[config.mk]
export PLATFORM = sky130hd
export DESIGN_NAME = mem_arbiter_flat
export DESIGN_NICKNAME = d
export VERILOG_FILES = /design/src/rtl/mem_arbiter_if.sv /design/src/rtl/mem_arbiter.sv /design/src/flat_wrapper.sv
export SDC_FILE = /design/constraint.sdc
export NUM_CORES = 1
export LEC_CHECK = 0
export BUFFER_PORTS_ARGS = -buffer_cell sky130_fd_sc_hd__buf_2
export CAP_MARGIN = 25
export CORE_AREA = 2 2 165 167
export CTS_CLUSTER_DIAMETER = 50
export CTS_CLUSTER_SIZE = 10
export DETAILED_ROUTE_END_ITERATION = 10
export DIE_AREA = 0 0 167 169
export PLACE_DENSITY = 0.71
export RECOVER_POWER = 25
export SYNTH_ARGS = -nofsm -noshare
export SYNTH_HDL_FRONTEND = slang
export SYNTH_SLANG_ARGS = --single-unit
[constraint.sdc]
create_clock -name clk -period 1.81 [get_ports clk]
set_input_delay 0.0905 -clock clk [delete_from_list [all_inputs] [get_ports clk]]
set_output_delay 0.0905 -clock clk [all_outputs]
set_load 0.02 [all_outputs]
[src/rtl/mem_arbiter_if.sv]
// mem_arbiter_if: groups the fetch requester, load requester and ROM port signals
// of mem_arbiter. The master modport is the arbiter's view; the slave modport is
// the view of the surrounding fetch/load units and ROM.
// MEM_DEPTH and MEM_EXTRA must match the parameters of the connected arbiter.
interface mem_arbiter_if #(
    parameter int MEM_DEPTH = 3,
    parameter int MEM_EXTRA = 4
);
    localparam int DW = (2 ** MEM_EXTRA) * 8;

    // Fetch requester
    logic                 fetch_req;
    logic [MEM_DEPTH:0]   fetch_addr;
    logic [MEM_EXTRA-1:0] fetch_extra;
    logic                 fetch_gnt;
    logic                 fetch_valid;
    logic [DW-1:0]        fetch_data;
    logic                 fetch_error;

    // Load requester
    logic                 load_req;
    logic [MEM_DEPTH:0]   load_addr;
    logic [MEM_EXTRA-1:0] load_extra;
    logic                 load_gnt;
    logic                 load_valid;
    logic [DW-1:0]        load_data;
    logic                 load_error;

    // ROM port
    logic [MEM_DEPTH:0]   mem_addr;
    logic [MEM_EXTRA-1:0] mem_extra;
    logic [DW-1:0]        mem_data;
    logic                 mem_error;

    modport master (
        input  fetch_req, fetch_addr, fetch_extra,
        output fetch_gnt, fetch_valid, fetch_data, fetch_error,
        input  load_req, load_addr, load_extra,
        output load_gnt, load_valid, load_data, load_error,
        output mem_addr, mem_extra,
        input  mem_data, mem_error
    );

    modport slave (
        output fetch_req, fetch_addr, fetch_extra,
        input  fetch_gnt, fetch_valid, fetch_data, fetch_error,
        output load_req, load_addr, load_extra,
        input  load_gnt, load_valid, load_data, load_error,
        input  mem_addr, mem_extra,
        output mem_data, mem_error
    );
endinterface

[src/rtl/mem_arbiter.sv]
// mem_arbiter: shares one synchronous ROM port between instruction fetch and data
// load. One access in flight at a time; request and response paths are registered.
// Optional feature macro MEM_ARB_RR_EN: when defined, ties are broken round-robin;
// when undefined, fetch has fixed priority over load.
module mem_arbiter #(
    parameter int MEM_DEPTH   = 3,
    parameter int MEM_EXTRA   = 4,
    parameter int MEM_LATENCY = 1
) (
    input  logic          clk,
    input  logic          reset,
    mem_arbiter_if.master bus
);
    localparam int CW = $clog2(MEM_LATENCY + 1);

    typedef enum logic {
        IDLE,
        WAIT
    } state_t;

    state_t        state;
    logic          owner_load;
    logic [CW-1:0] cnt;
    logic          pick_load;

`ifdef MEM_ARB_RR_EN
    logic          last_load;

    // Round-robin: on a tie, the requester that was not granted last wins.
    always_comb begin
        pick_load = bus.load_req && (!bus.fetch_req || !last_load);
    end

    // Remember who won the latest grant; reset value makes fetch win the first tie.
    always_ff @(posedge clk) begin
        if (reset) begin
            last_load <= 1'b1;
        end else if (state == IDLE && (bus.fetch_req || bus.load_req)) begin
            last_load <= pick_load;
        end
    end
`else
    // Fixed priority: load only wins when fetch is not asking.
    always_comb begin
        pick_load = bus.load_req && !bus.fetch_req;
    end
`endif

    // Arbitration FSM with registered ROM request, grant pulses and response capture.
    always_ff @(posedge clk) begin
        if (reset) begin
            state           <= IDLE;
            owner_load      <= 1'b0;
            cnt             <= '0;
            bus.mem_addr    <= '0;
            bus.mem_extra   <= '0;
            bus.fetch_gnt   <= 1'b0;
            bus.fetch_valid <= 1'b0;
            bus.fetch_data  <= '0;
            bus.fetch_error <= 1'b0;
            bus.load_gnt    <= 1'b0;
            bus.load_valid  <= 1'b0;
            bus.load_data   <= '0;
            bus.load_error  <= 1'b0;
        end else begin
            bus.fetch_gnt   <= 1'b0;
            bus.load_gnt    <= 1'b0;
            bus.fetch_valid <= 1'b0;
            bus.load_valid  <= 1'b0;
            case (state)
                IDLE: begin
                    if (bus.fetch_req || bus.load_req) begin
                        if (pick_load) begin
                            bus.mem_addr  <= bus.load_addr;
                            bus.mem_extra <= bus.load_extra;
                            bus.load_gnt  <= 1'b1;
                            owner_load    <= 1'b1;
                        end else begin
                            bus.mem_addr  <= bus.fetch_addr;
                            bus.mem_extra <= bus.fetch_extra;
                            bus.fetch_gnt <= 1'b1;
                            owner_load    <= 1'b0;
                        end
                        cnt   <= CW'(MEM_LATENCY);
                        state <= WAIT;
                    end
                end
                WAIT: begin
                    if (cnt != '0) begin
                        cnt <= cnt - CW'(1);
                    end else begin
                        if (owner_load) begin
                            bus.load_data   <= bus.mem_data;
                            bus.load_error  <= bus.mem_error;
                            bus.load_valid  <= 1'b1;
                        end else begin
                            bus.fetch_data  <= bus.mem_data;
                            bus.fetch_error <= bus.mem_error;
                            bus.fetch_valid <= 1'b1;
                        end
                        state <= IDLE;
                    end
                end
                default: state <= IDLE;
            endcase
        end
    end
endmodule

[src/flat_wrapper.sv]
// flat-port wrapper written by rule: the top's interface ports become plain ports
module mem_arbiter_flat 
#(
    parameter int MEM_DEPTH   = 3,
    parameter int MEM_EXTRA   = 4,
    parameter int MEM_LATENCY = 1
)
  (clk, reset, bus_fetch_req, bus_fetch_addr, bus_fetch_extra, bus_fetch_gnt, bus_fetch_valid, bus_fetch_data, bus_fetch_error, bus_load_req, bus_load_addr, bus_load_extra, bus_load_gnt, bus_load_valid, bus_load_data, bus_load_error, bus_mem_addr, bus_mem_extra, bus_mem_data, bus_mem_error);
  mem_arbiter_if #(.MEM_DEPTH(MEM_DEPTH), .MEM_EXTRA(MEM_EXTRA)) bus_i ();
  input  logic clk;
  input  logic reset;
  input wire logic [$bits(bus_i.fetch_req)-1:0] bus_fetch_req;
  input wire logic [$bits(bus_i.fetch_addr)-1:0] bus_fetch_addr;
  input wire logic [$bits(bus_i.fetch_extra)-1:0] bus_fetch_extra;
  output wire logic [$bits(bus_i.fetch_gnt)-1:0] bus_fetch_gnt;
  output wire logic [$bits(bus_i.fetch_valid)-1:0] bus_fetch_valid;
  output wire logic [$bits(bus_i.fetch_data)-1:0] bus_fetch_data;
  output wire logic [$bits(bus_i.fetch_error)-1:0] bus_fetch_error;
  input wire logic [$bits(bus_i.load_req)-1:0] bus_load_req;
  input wire logic [$bits(bus_i.load_addr)-1:0] bus_load_addr;
  input wire logic [$bits(bus_i.load_extra)-1:0] bus_load_extra;
  output wire logic [$bits(bus_i.load_gnt)-1:0] bus_load_gnt;
  output wire logic [$bits(bus_i.load_valid)-1:0] bus_load_valid;
  output wire logic [$bits(bus_i.load_data)-1:0] bus_load_data;
  output wire logic [$bits(bus_i.load_error)-1:0] bus_load_error;
  output wire logic [$bits(bus_i.mem_addr)-1:0] bus_mem_addr;
  output wire logic [$bits(bus_i.mem_extra)-1:0] bus_mem_extra;
  input wire logic [$bits(bus_i.mem_data)-1:0] bus_mem_data;
  input wire logic [$bits(bus_i.mem_error)-1:0] bus_mem_error;
  assign bus_i.fetch_req = bus_fetch_req;
  assign bus_i.fetch_addr = bus_fetch_addr;
  assign bus_i.fetch_extra = bus_fetch_extra;
  assign bus_fetch_gnt = bus_i.fetch_gnt;
  assign bus_fetch_valid = bus_i.fetch_valid;
  assign bus_fetch_data = bus_i.fetch_data;
  assign bus_fetch_error = bus_i.fetch_error;
  assign bus_i.load_req = bus_load_req;
  assign bus_i.load_addr = bus_load_addr;
  assign bus_i.load_extra = bus_load_extra;
  assign bus_load_gnt = bus_i.load_gnt;
  assign bus_load_valid = bus_i.load_valid;
  assign bus_load_data = bus_i.load_data;
  assign bus_load_error = bus_i.load_error;
  assign bus_mem_addr = bus_i.mem_addr;
  assign bus_mem_extra = bus_i.mem_extra;
  assign bus_i.mem_data = bus_mem_data;
  assign bus_i.mem_error = bus_mem_error;
  mem_arbiter #(.MEM_DEPTH(MEM_DEPTH), .MEM_EXTRA(MEM_EXTRA), .MEM_LATENCY(MEM_LATENCY)) u_core (.clk(clk), .reset(reset), .bus(bus_i));
endmodule
; Word-level counts from Yosys, hierarchy flattened
; Index checks and enable logic that the tools add are counted.
[word_totals]
mem_count = 0
output_inout_bits = 270
rom_bits = 0
reg_bits = 273
in_bits = 149
wordCells = 39
latch_bits = 0
mem_bits_rw = 0
[op_classes]
n_reduce_logical = 8
shift = 0
add_sub_neg = 1
div_mod_pow = 0
eq_ne = 1
multipliers = 0
n_bitwise = 4
n_lt_le_gt_ge = 0
mux = 12
[op_table]
columns = op, count
row1 = 1-bit two-way mux, 8
row2 = 4-bit two-way mux, 2
row3 = 3-bit AND reduction, 2
row4 = 3-bit OR reduction, 2
row5 = 1-bit inverter, 4
row6 = 1-bit one-hot mux with 2 select lines, 2
row7 = "2-bit by 1-bit inequality test with 1-bit output, second input constant", 1
row8 = 2-bit AND reduction, 1
row9 = 1-bit logical AND, 1
row10 = 1-bit logical NOT, 1
row11 = 1-bit logical OR, 1
row12 = "1-bit subtractor, second input constant", 1

; Depth between registers and ports, before layout
; Gate-level depths: netlist of run 1.
[depth]
depth_word = 3
depth_mapped = 7
depth_no_buf = 3

; Least setup slack after synthesis of run 1
; OpenSTA, ideal clock, no wires.
[synth_timing]
kind = reg2reg
start = register u_core.state
end = register u_core.bus.fetch_data[101]
arrival_ns = 1.281
slack_ns = 0.396
setup_ns = 0.132
path_buffers = 4
required_time_ns = 1.678
stages_incl_launch_ff = 8
period_less_slack_ns = 1.414
path_cell_list = dfxtp_1 -> buf_4 -> or3b_1 -> clkbuf_1 -> buf_6 -> buf_6 -> nand2_1 -> a21oi_1
[synth_between]
elab_chain_len = 1
[synth_rtl]
columns = element, line_no
row1 = "start, declared", mem_arbiter.sv:21  ; state_t state;
row2 = "start signal, assigned", mem_arbiter.sv:52  ; state <= IDLE;
row3 = "start signal, assigned", mem_arbiter.sv:85  ; state <= WAIT;
row4 = "start signal, assigned", mem_arbiter.sv:101  ; state <= IDLE;
row5 = 3-bit AND reduction (no line), --
row6 = "end signal, assigned", mem_arbiter.sv:97  ; bus.fetch_data <= bus.mem_data;
row7 = "end, declared", mem_arbiter_if.sv:37  ; output fetch_gnt, fetch_valid, fetch_data, fetch_error,
; Every way passes these cells.
; A chain may end at the register's enable or synchronous reset.

; Worst setup path in the final report of run 1
[layout_timing]
start = input port bus_fetch_req
end = register u_core.bus.mem_extra[2]
[layout_between]
elab_chain_len = 3
word_cells_on_any_way = 5
classes_between = 1 x mux / 4 x reduce/logical
[layout_rtl]
columns = element, line_no
row1 = "start, declared", flat_wrapper.sv:12  ; input wire logic [$bits(bus_i.fetch_req)-1:0] bus_fetch_req;
row2 = 1-bit logical NOT, mem_arbiter.sv:45  ; pick_load = bus.load_req && !bus.fetch_req;
row3 = 1-bit logical AND, mem_arbiter.sv:45
row4 = 4-bit two-way mux, mem_arbiter.sv:73  ; if (pick_load) begin
row5 = "end signal, assigned", mem_arbiter.sv:75  ; bus.mem_extra <= bus.load_extra;
row6 = "end signal, assigned", mem_arbiter.sv:80  ; bus.mem_extra <= bus.fetch_extra;
row7 = "end, declared", mem_arbiter_if.sv:40  ; output mem_addr, mem_extra,
; Parallel ways exist; a longest one is shown, timed or not.

==> results of run 1 <==
-- flip-flops by register name, indices dropped and copies added (netlist names) --
signal,flops
u_core.bus.fetch_data,128
u_core.bus.fetch_error,1
u_core.bus.fetch_gnt,1
u_core.bus.fetch_valid,1
u_core.bus.load_data,128
u_core.bus.load_error,1
u_core.bus.load_gnt,1
u_core.bus.load_valid,1
u_core.bus.mem_addr,4
u_core.bus.mem_extra,4
u_core.cnt,1
u_core.owner_load,1
u_core.state,1
-- cells in the final DEF, fill, tap and decap left out, drive strengths merged --
master       count
nand2          516
buf            308
dfxtp          273
a21oi          259
clkbuf         173
dlygate4sd3    144
nor2            11
a211oi           9
mux2i            8
nor3             5
inv              4
nor3b            2
clkinv           2
diode            1
and3b            1
nand3b           1
o21ba            1
nand2b           1
or3b             1
-- timing repair --
item	in CTS	in global routing
gates resized for setup	0	4
endpoints found under the hold margin	268	0
hold buffers	144	0
endpoints found under the setup margin	0	5
-- per-stage QoR --
stage,utilization (%),cell area [µm²]
2_1_floorplan,-,9680
3_3_place_gp,45.5,12100
3_5_place_dp,45.5,12100
4_1_cts,54.7,14500
5_1_grt,54.2,14400
6_report,54.2,14400
-- area by class of cell --
| type | count | area, µm² |
|---|---|---|
| Fill cell | 2425 | 12100 |
| Timing Repair Buffer | 584 | 3690 |
| Antenna cell | 1 | 2.50 |
| Inverter | 1 | 3.75 |
| Clock inverter | 5 | 40.0 |
| Clock buffer | 41 | 961 |
| Sequential cell | 273 | 5470 |
| Multi-Input combinational cell | 815 | 3760 |
| Tap cell | 341 | 427 |
-- path summary, 6_finish.rpt --
kind,end,slack (ns),depth (start not counted)
min,u_core.bus.mem_extra[3],0.03,3
max,u_core.bus.mem_extra[2],0.11,7
max reg2reg,u_core.bus.load_data[13],0.21,4
min reg2reg,u_core.bus.load_data[31],0.45,2
-- routing by layer --
metal / track usage, % / wire length, µm / part of all wire, %
met1: 24.5 / 12600 / 39
met3: 5.78 / 2740 / 8.4
met2: 38.5 / 15800 / 49
met5: 0 / 0 / 0
met4: 10.6 / 1320 / 4.1
-- worst register-to-register path: stages, from the launching register on --
cell                      delay (ns)
sky130_fd_sc_hd__dfxtp_1        0.49
sky130_fd_sc_hd__and3b_4        0.38
sky130_fd_sc_hd__buf_4          0.39
sky130_fd_sc_hd__nand2_1        0.12
sky130_fd_sc_hd__a21oi_1        0.16
-- cells by family (layout without fill, tap and decap cells) --
family	after synthesis	after routing	share of synthesized area, %
other	0	1	0
multiplexers	8	8	0.827
AND/OR/NAND/NOR	538	538	23.5
AO/OA/AOI/OAI	269	269	14.2
flip-flops	273	273	56.5
buffers and inverters	92	631	4.99
-- where the power goes --
| part | internal, mW | leakage, nW | total [mW] | switching (mW) |
|---|---|---|---|---|
| registers | 6.29 | 2.22 | 6.46 | 0.170 |
| logic | 0.766 | 3.12 | 1.98 | 1.21 |
| clock network | 3.73 | 0.494 | 6.20 | 2.47 |
| total | 10.8 | 5.84 | 14.6 | 3.85 |
==> impl_metrics.tcl, run 1 <==
set metrics [dict create \
    synth_enable_flop_cells 0 \
    count_of_buffers_from_port_buffering 418 \
    required_arrival_time_at_the_worst_endpoint_ns 2.20 \
    gp_routability_congestion 0.817 \
    critPathLaunchType "input pin" \
    drc_errors 0 \
    finClkSkew_ns 0.0115 \
    io_pins 419 \
    deepest_clock_path_buffer_count 3 \
    first_pass_iters 5 \
    dr_total_vias 10100 \
    overflow 0 \
    number_of_global_route_vias_before_repair 10200 \
    relSlewSlack_pct 69.9 \
    vdd_drop_max_mv 0.824 \
    netlist.top_cell.by_area "sky130_fd_sc_hd__dfxtp_1" \
    path_class "input pin to register" \
    synth_commonest_cells "427 x sky130_fd_sc_hd__nand2_1, 273 x sky130_fd_sc_hd__dfxtp_1, 259 x sky130_fd_sc_hd__a21oi_1" \
    timing.final.max_slew_violations 0 \
    crit_path_start "bus_fetch_req" \
    max_stage_delay_ns 0.56 \
    worst_r2r_src "u_core.state" \
    status "finished clean" \
    start_point_of_the_worst_hold_path "bus_load_extra[3]" \
    final_cell_count_no_fill 2061 \
    finalWorstSetupSlack_ns 0.105 \
    path_common_cell "sky130_fd_sc_hd__dlygate4sd3_1" \
    die-height_um 169 \
    timing.hold.worst.class "input pin to register" \
    ys_seq_area_share_pct 56.5 \
    cts.sinks 273 \
    synth.avg_cell_area_um2 8.20 \
    worst_path_max_delay_cell "sky130_fd_sc_hd__dlygate4sd3_1" \
    core_area_um2 26500 \
    detail_route.wl_per_cell_um 15.7 \
    hold_ws_ns 0.0274 \
    fin_total_pwr_mw 14.6 \
    clkLatencyLatePin_ns 0.49 \
    grt_first_pass_wirelength_um 50900 \
    fmax_ghz 0.587 \
    antenna_found_initial 1 \
    syn-num-nets 1329 \
    timing.setup.tns_ns 0 \
    design.final.nets 1860 \
    path_max_fanout 6 \
    cts_htree_levels 2 \
    yosys.area.top_type_share_pct 56.5 \
    postRouteWirelength_um 32500 \
    initial_utilization_pct 36.5 \
    critical-path-top-delay-family "buffers and inverters" \
    grt_util_all_layers_pct 21.8 \
    powerDensity_nw_per_um2 1020 \
    syn-instance-count 1180 \
    core.rowCount 60 \
    drv_cap 0 \
    count_of_different_cell_masters_after_synthesis 22 \
    cp.arrival_ns 2.09 \
    drt_first_iter_violations 786 \
    dieArea_um2 28200 \
    detailedPlacementHpwl_um 20300 \
    p_leak_nw 5.84 \
    ctsRootBufferMaster "sky130_fd_sc_hd__clkbuf_16" \
    cts_tree "done" \
    postSynthRegisterBits 273 \
    crit_buf_inv 4 \
    area_growth_syn_to_layout_pct 48.3 \
    finalWorstPathRequiredPeriod_ns 1.70 \
    post_placement_worst_setup_slack_ns 0.237 \
    fin_crit_sh_pct 94.2 \
    finalSetupViolations 0 \
    yosysMostFrequentCell "sky130_fd_sc_hd__nand2_1" \
    report.final.hold_viol_count 0 \
    ys_dominant_reg_cell "sky130_fd_sc_hd__dfxtp_1" \
    yosys_warnings 0 \
    path_cells "dlygate4sd3_1 -> buf_2 -> nand2b_4 -> buf_4 -> mux2i_1 -> dlygate4sd3_1 -> a211oi_1" \
    rsz0062_at_grt "false" \
    antenna_left 0 \
    post-cts-setup-buffers 0 \
    cp-end-kind "register" \
    place.detailed.instances 1870 \
    ys_top_cells_by_area "sky130_fd_sc_hd__dfxtp_1 56%, sky130_fd_sc_hd__nand2_1 17%, sky130_fd_sc_hd__a21oi_1 13%" \
    synth_area_um2 9680 \
    tightest_slew_ns 0.452 \
    cts-buffers-inserted 36 \
    clkSlewWorstSetupHoldPaths_ns 0.05 \
    postSynth.asyncResetShare_pct 0 \
    routed_via_density 4.90 \
    post_route_cells_drive_above_1_share_pct 26.1 \
    grt_start_max_net_pins 67 \
    die_width_um 167 \
]
No activity file was read; power rests on OpenSTA's default activity.
==> run 2, diff against run 1 <==
==> constraint.sdc (replaced) <==
create_clock -name clk -period 1.81 [get_ports clk]
set_input_delay 0.181 -clock clk [delete_from_list [all_inputs] [get_ports clk]]
set_output_delay 0.181 -clock clk [all_outputs]
set_load 0.02 [all_outputs]
==> run 2 against run 1 <==
Net effect:
- clock power shrank 3%
- cell area down 0.87%
- clock skew shrank 0.0023 ns
- first-iteration DRC count is 15% lower
- cell count decreased by 0.58%
- worst setup slack gained 0.073 ns
- maximum frequency is 4.5% higher
- wire length decreased by 1.5%
- non-clock buffer count fell by 11
- critical path depth fell by 3
- count of clock-buffer cells in the layout unchanged
- flip-flop and latch count did not move
==> impl_metrics.tcl, run 2 (synthesis results as in run 1) <==
set metrics [dict create \
    ctsRootBufferMaster "sky130_fd_sc_hd__clkbuf_16" \
    deepest_clock_path_buffer_count 3 \
    worst_path_max_delay_cell "sky130_fd_sc_hd__and3b_4" \
    count_of_buffers_from_port_buffering 418 \
    core.rowCount 60 \
    clkLatencyLatePin_ns 0.48 \
    path_class "register to register" \
    initial_utilization_pct 36.5 \
    overflow 0 \
    timing.hold.worst.class "input pin to register" \
    io_pins 419 \
    relSlewSlack_pct 66.9 \
    fin_crit_sh_pct 90.2 \
    gp_routability_congestion 0.821 \
    die_width_um 167 \
    critical-path-top-delay-family "simple AND/OR/NAND/NOR gates" \
    finalSetupViolations 0 \
    routed_via_density 4.88 \
    drt_first_iter_violations 670 \
    holdBufCountCts 130 \
    hold_ws_ns 0.0516 \
    grt_first_pass_wirelength_um 49900 \
    number_of_global_route_vias_before_repair 9962 \
    cp-end-kind "register" \
    post_cts.resized_instances 0 \
    crit_buf_inv 1 \
    core_area_um2 26500 \
    path_max_fanout 42 \
    post_route_cells_drive_above_1_share_pct 26.1 \
    nFillCells 2443 \
    antenna_found_initial 1 \
    critPathLaunchType "register" \
    report.final.hold_viol_count 0 \
    most-common-layout-cells "427 x sky130_fd_sc_hd__nand2_1, 286 x sky130_fd_sc_hd__buf_2, 273 x sky130_fd_sc_hd__dfxtp_1" \
    tightest_slew_ns 0.496 \
    postRouteWirelength_um 32000 \
    cts_htree_levels 2 \
    most_common_library_cell_in_the_layout_ignoring_fill_and_taps "sky130_fd_sc_hd__nand2_1" \
    die-height_um 169 \
    grt_util_all_layers_pct 21.5 \
    cp.arrival_ns 2.04 \
    fmax_ghz 0.613 \
    rsz0062_at_grt "false" \
    timing.final.max_slew_violations 0 \
    drv_cap 0 \
    cts_tree "done" \
    cts.sinks 273 \
    timing.setup.tns_ns 0 \
    finalWorstPathRequiredPeriod_ns 1.63 \
    cts-buffers-inserted 35 \
    clkSlewWorstSetupHoldPaths_ns 0.05 \
    p_leak_nw 5.77 \
    drc_errors 0 \
    vdd_drop_max_mv 0.796 \
    dr_total_vias 9998 \
    required_arrival_time_at_the_worst_endpoint_ns 2.22 \
    powerDensity_nw_per_um2 1010 \
    detailedPlacementHpwl_um 20300 \
    first_pass_iters 5 \
    path_cells "and3b_4 -> buf_12 -> nand2_1 -> a21oi_1" \
    post-cts-setup-buffers 0 \
    grt_start_max_net_pins 71 \
    design.final.nets 1848 \
    finClkSkew_ns 0.00923 \
    detail_route.wl_per_cell_um 15.6 \
    reg_top3 "u_core.bus.fetch_data: 128 flops, u_core.bus.load_data: 128 flops" \
    hold_path_depth 3 \
    cp.depth 4 \
    max_stage_delay_ns 0.50 \
    antenna_left 0 \
    dieArea_um2 28200 \
    status "finished clean" \
    r2r_cells 4 \
    area_growth_syn_to_layout_pct 47.0 \
]
run 2: changes by cell type in the layout (fill, tap and decap cells not counted), sizes merged:
cell         before  now
inv               4    2
clkinv            2    1
dlygate4sd3     144  130
clkinvlp          0    2
buf             308  311
run 2: path summary, 6_finish.rpt:
path | from | endpoint | slack [ns]
setup / recovery | u_core.state | u_core.bus.load_error | 0.18
hold / removal | bus_load_extra[1] | u_core.bus.mem_extra[1] | 0.05
setup reg to reg | u_core.state | u_core.bus.load_error | 0.18
hold reg to reg | u_core.bus.load_data[110] | u_core.bus.load_data[110] | 0.45
run 2: power breakdown:
| group | internal [mW] | total [mW] | switching [mW] |
|---|---|---|---|
| Sequential | 6.29 | 6.46 | 0.170 |
| Clock | 3.64 | 6.02 | 2.38 |
| Combinational | 0.753 | 1.95 | 1.20 |
| Total | 10.7 | 14.4 | 3.75 |
run 2: layout make-up:
| cell class | instances | area [µm²] | share of cell area [%] |
|---|---|---|---|
| Antenna cell | 1 | 2.50 | 0.0176 |
| Clock buffer | 41 | 941 | 6.61 |
| Clock inverter | 4 | 32.5 | 0.229 |
| Inverter | 1 | 3.75 | 0.0264 |
| Multi-Input combinational cell | 815 | 3740 | 26.3 |
| Sequential cell | 273 | 5470 | 38.4 |
| Tap cell | 341 | 427 | 3.00 |
| Timing Repair Buffer | 573 | 3610 | 25.4 |
run 2: metal layers:
layer	vias up	GRT usage (%)	part of all wire [%]
met2	482	37.6	49
met1	4591	24.7	39
met3	101	4.93	7.4
li1	4824	-	-
met4	0	11.2	4.3
met5	-	0	0
run 2: stage by stage:
| stage | power, mW | util (%) | setup WS, ns | instance area (µm²) | instances |
|---|---|---|---|---|---|
| final | 14.4 | 53.7 | 0.178 | 14200 | 2049 |
| after global routing | 15.0 | 53.7 | 0.0304 | 14200 | 2049 |
| after CTS | 14.6 | 54.3 | 0.178 | 14400 | 2048 |
| after detailed placement | 8.33 | 45.7 | 0.193 | 12100 | 1873 |
| after global placement | 8.29 | 45.7 | 0.300 | 12100 | 1873 |
| after floorplan | 7.60 | - | 0.396 | 9680 | 1180 |
run 2: worst min-delay path, cell delays in order:
cell and delay, ns:
sky130_fd_sc_hd__buf_2 0.10, sky130_fd_sc_hd__mux2i_1 0.12, sky130_fd_sc_hd__a211oi_1 0.08
==> run 3, diff against run 2 <==
- MAX_ROUTING_LAYER: unset -> met4
==> run 3 against run 2 <==
Net effect:
- core utilization unchanged
- sequential power about the same
- flip-flop and latch count is the same
- highest routed layer unchanged
- register-to-register slack hardly changed
- maximum frequency grew 0.14%
- critical path depth is the same
- sequential share of layout area stayed put
- largest power group unchanged
==> impl_metrics.tcl, run 3 (synthesis results as in run 1) <==
set metrics [dict create \
    routed_via_density 4.89 \
    sequential_cell_area_um2 5470 \
    core_area_um2 26500 \
    number_of_global_route_vias_before_repair 9975 \
    drc_errors 0 \
    wl_met2_um 15800 \
    cts_tree "done" \
    gp_routability_congestion 0.833 \
    path_max_fanout 42 \
    detail_route.wirelength.met1_um 12600 \
    antenna_found_initial 1 \
    cp-end-kind "register" \
    crit_path_start "u_core.state" \
    cts_htree_levels 2 \
    antenna_left 0 \
    swShare_pct 25.9 \
    postRouteWirelength_um 32000 \
    fin_crit_sh_pct 90.0 \
    overflow 0 \
    relSlewSlack_pct 66.9 \
    rsz0062_at_grt "false" \
    fmax_ghz 0.614 \
    cts.sinks 273 \
    die_width_um 167 \
    cp.arrival_ns 2.04 \
    most-common-layout-cells "427 x sky130_fd_sc_hd__nand2_1, 286 x sky130_fd_sc_hd__buf_2, 273 x sky130_fd_sc_hd__dfxtp_1" \
    clkSlewWorstSetupHoldPaths_ns 0.05 \
    core.rowCount 60 \
    design.final.nets 1848 \
    ctsRootBufferMaster "sky130_fd_sc_hd__clkbuf_16" \
    first_pass_iters 5 \
    detail_route.wl_per_cell_um 15.6 \
    count_of_buffers_from_port_buffering 418 \
    share_comb_of_total_power_pct 13.5 \
    finalWorstPathRequiredPeriod_ns 1.63 \
    start_point_of_the_worst_hold_path "bus_load_extra[1]" \
    wl_met3_um 2280 \
    finClkSkew_ns 0.00758 \
    worst_r2r_src "u_core.state" \
    grt_first_pass_wirelength_um 49900 \
    netSwitchingPower_mw 3.74 \
    report.final.hold_viol_count 0 \
    grt_start_max_net_pins 71 \
    path_class "register to register" \
    drv_cap 0 \
    vdd_drop_max_mv 0.797 \
    p_seq_share_pct 44.8 \
    most_common_library_cell_in_the_layout_ignoring_fill_and_taps "sky130_fd_sc_hd__nand2_1" \
    post_cts.resized_instances 0 \
    detailedPlacementHpwl_um 20300 \
    die-height_um 169 \
    dr_total_vias 10000 \
    post_route_cells_drive_above_1_share_pct 26.1 \
    p_clk_share_pct 41.7 \
    initial_utilization_pct 36.5 \
    powerDensity_nw_per_um2 1010 \
    io_pins 419 \
    cts-buffers-inserted 35 \
    p_leak_nw 5.77 \
    status "finished clean" \
    timing.final.max_slew_violations 0 \
    nFillCells 2441 \
    top_layer_used "met4" \
    dieArea_um2 28200 \
    required_arrival_time_at_the_worst_endpoint_ns 2.22 \
    timing.hold.worst.class "input pin to register" \
    clkLatencyLatePin_ns 0.48 \
    timing.setup.tns_ns 0 \
    tightest_slew_ns 0.496 \
    finalSetupViolations 0 \
    area_taken_by_multi_input_logic_gates_um2 3740 \
    drt_first_iter_violations 705 \
    critPathLaunchType "register" \
    area_growth_syn_to_layout_pct 47.0 \
    reg_top3 "u_core.bus.fetch_data: 128 flops, u_core.bus.load_data: 128 flops" \
    deepest_clock_path_buffer_count 3 \
    internal_power_mw 10.7 \
    grt_util_all_layers_pct 22.2 \
    hold_ws_ns 0.0533 \
]
run 3: critical path, cell delays in order, from the launching register on:
cell and delay, ns:
sky130_fd_sc_hd__dfxtp_1 0.48, sky130_fd_sc_hd__and3b_4 0.50, sky130_fd_sc_hd__buf_12 0.27, sky130_fd_sc_hd__nand2_1 0.10
sky130_fd_sc_hd__a21oi_1 0.15
run 3: power groups by stage:
stage	clock network, mW	registers [mW]	logic [mW]
6_report	6.01	6.46	1.95
2_1_floorplan	0	6.89	0.711
3_5_place_dp	0	6.58	1.75
4_1_cts	6.18	6.45	1.98
3_3_place_gp	0	6.56	1.73
5_1_grt	6.39	6.49	2.11
run 3: final cells by class:
| type | instances | area share (%) |
|---|---|---|
| diodes | 1 | 0.0176 |
| repair buffers | 573 | 25.4 |
| multi-input cells | 815 | 26.3 |
| flip-flops and latches | 273 | 38.4 |
| well taps | 341 | 3.00 |
| clock buffers | 41 | 6.61 |
| clock inverters | 4 | 0.229 |
| inverters | 1 | 0.0264 |
run 3: path summary, 6_finish.rpt:
kind / to / slack, ns / cells after the start
setup / recovery: u_core.bus.load_error / 0.18 / 4
hold / removal: u_core.bus.mem_extra[1] / 0.05 / 3
setup reg to reg: u_core.bus.load_error / 0.18 / 4
hold reg to reg: u_core.bus.load_data[110] / 0.45 / 2
run 3: metal layers:
metal / vias to the layer above / global-route usage [%]
li1: 4824 / -
met1: 4601 / 25.1
met2: 488 / 37.5
met3: 106 / 4.37
met4: 0 / 11.3
met5: - / -
run 3: what timing repair did:
action / 4_1_cts / 5_1_grt
buffers inserted: 0 / 0
hold endpoints to repair: 260 / 0
endpoints found under the setup margin: 0 / 0
hold buffers: 130 / 0
run 3: per-stage QoR:
stage / util [%] / area, µm² / cells / power, mW / setup slack (ns)
floorplan: - / 9680 / 1180 / 7.60 / 0.396
global placement: 45.7 / 12100 / 1873 / 8.29 / 0.300
detailed placement: 45.7 / 12100 / 1873 / 8.33 / 0.193
CTS: 54.3 / 14400 / 2048 / 14.6 / 0.178
global route: 53.7 / 14200 / 2049 / 15.0 / 0.0304
finish: 53.7 / 14200 / 2049 / 14.4 / 0.180
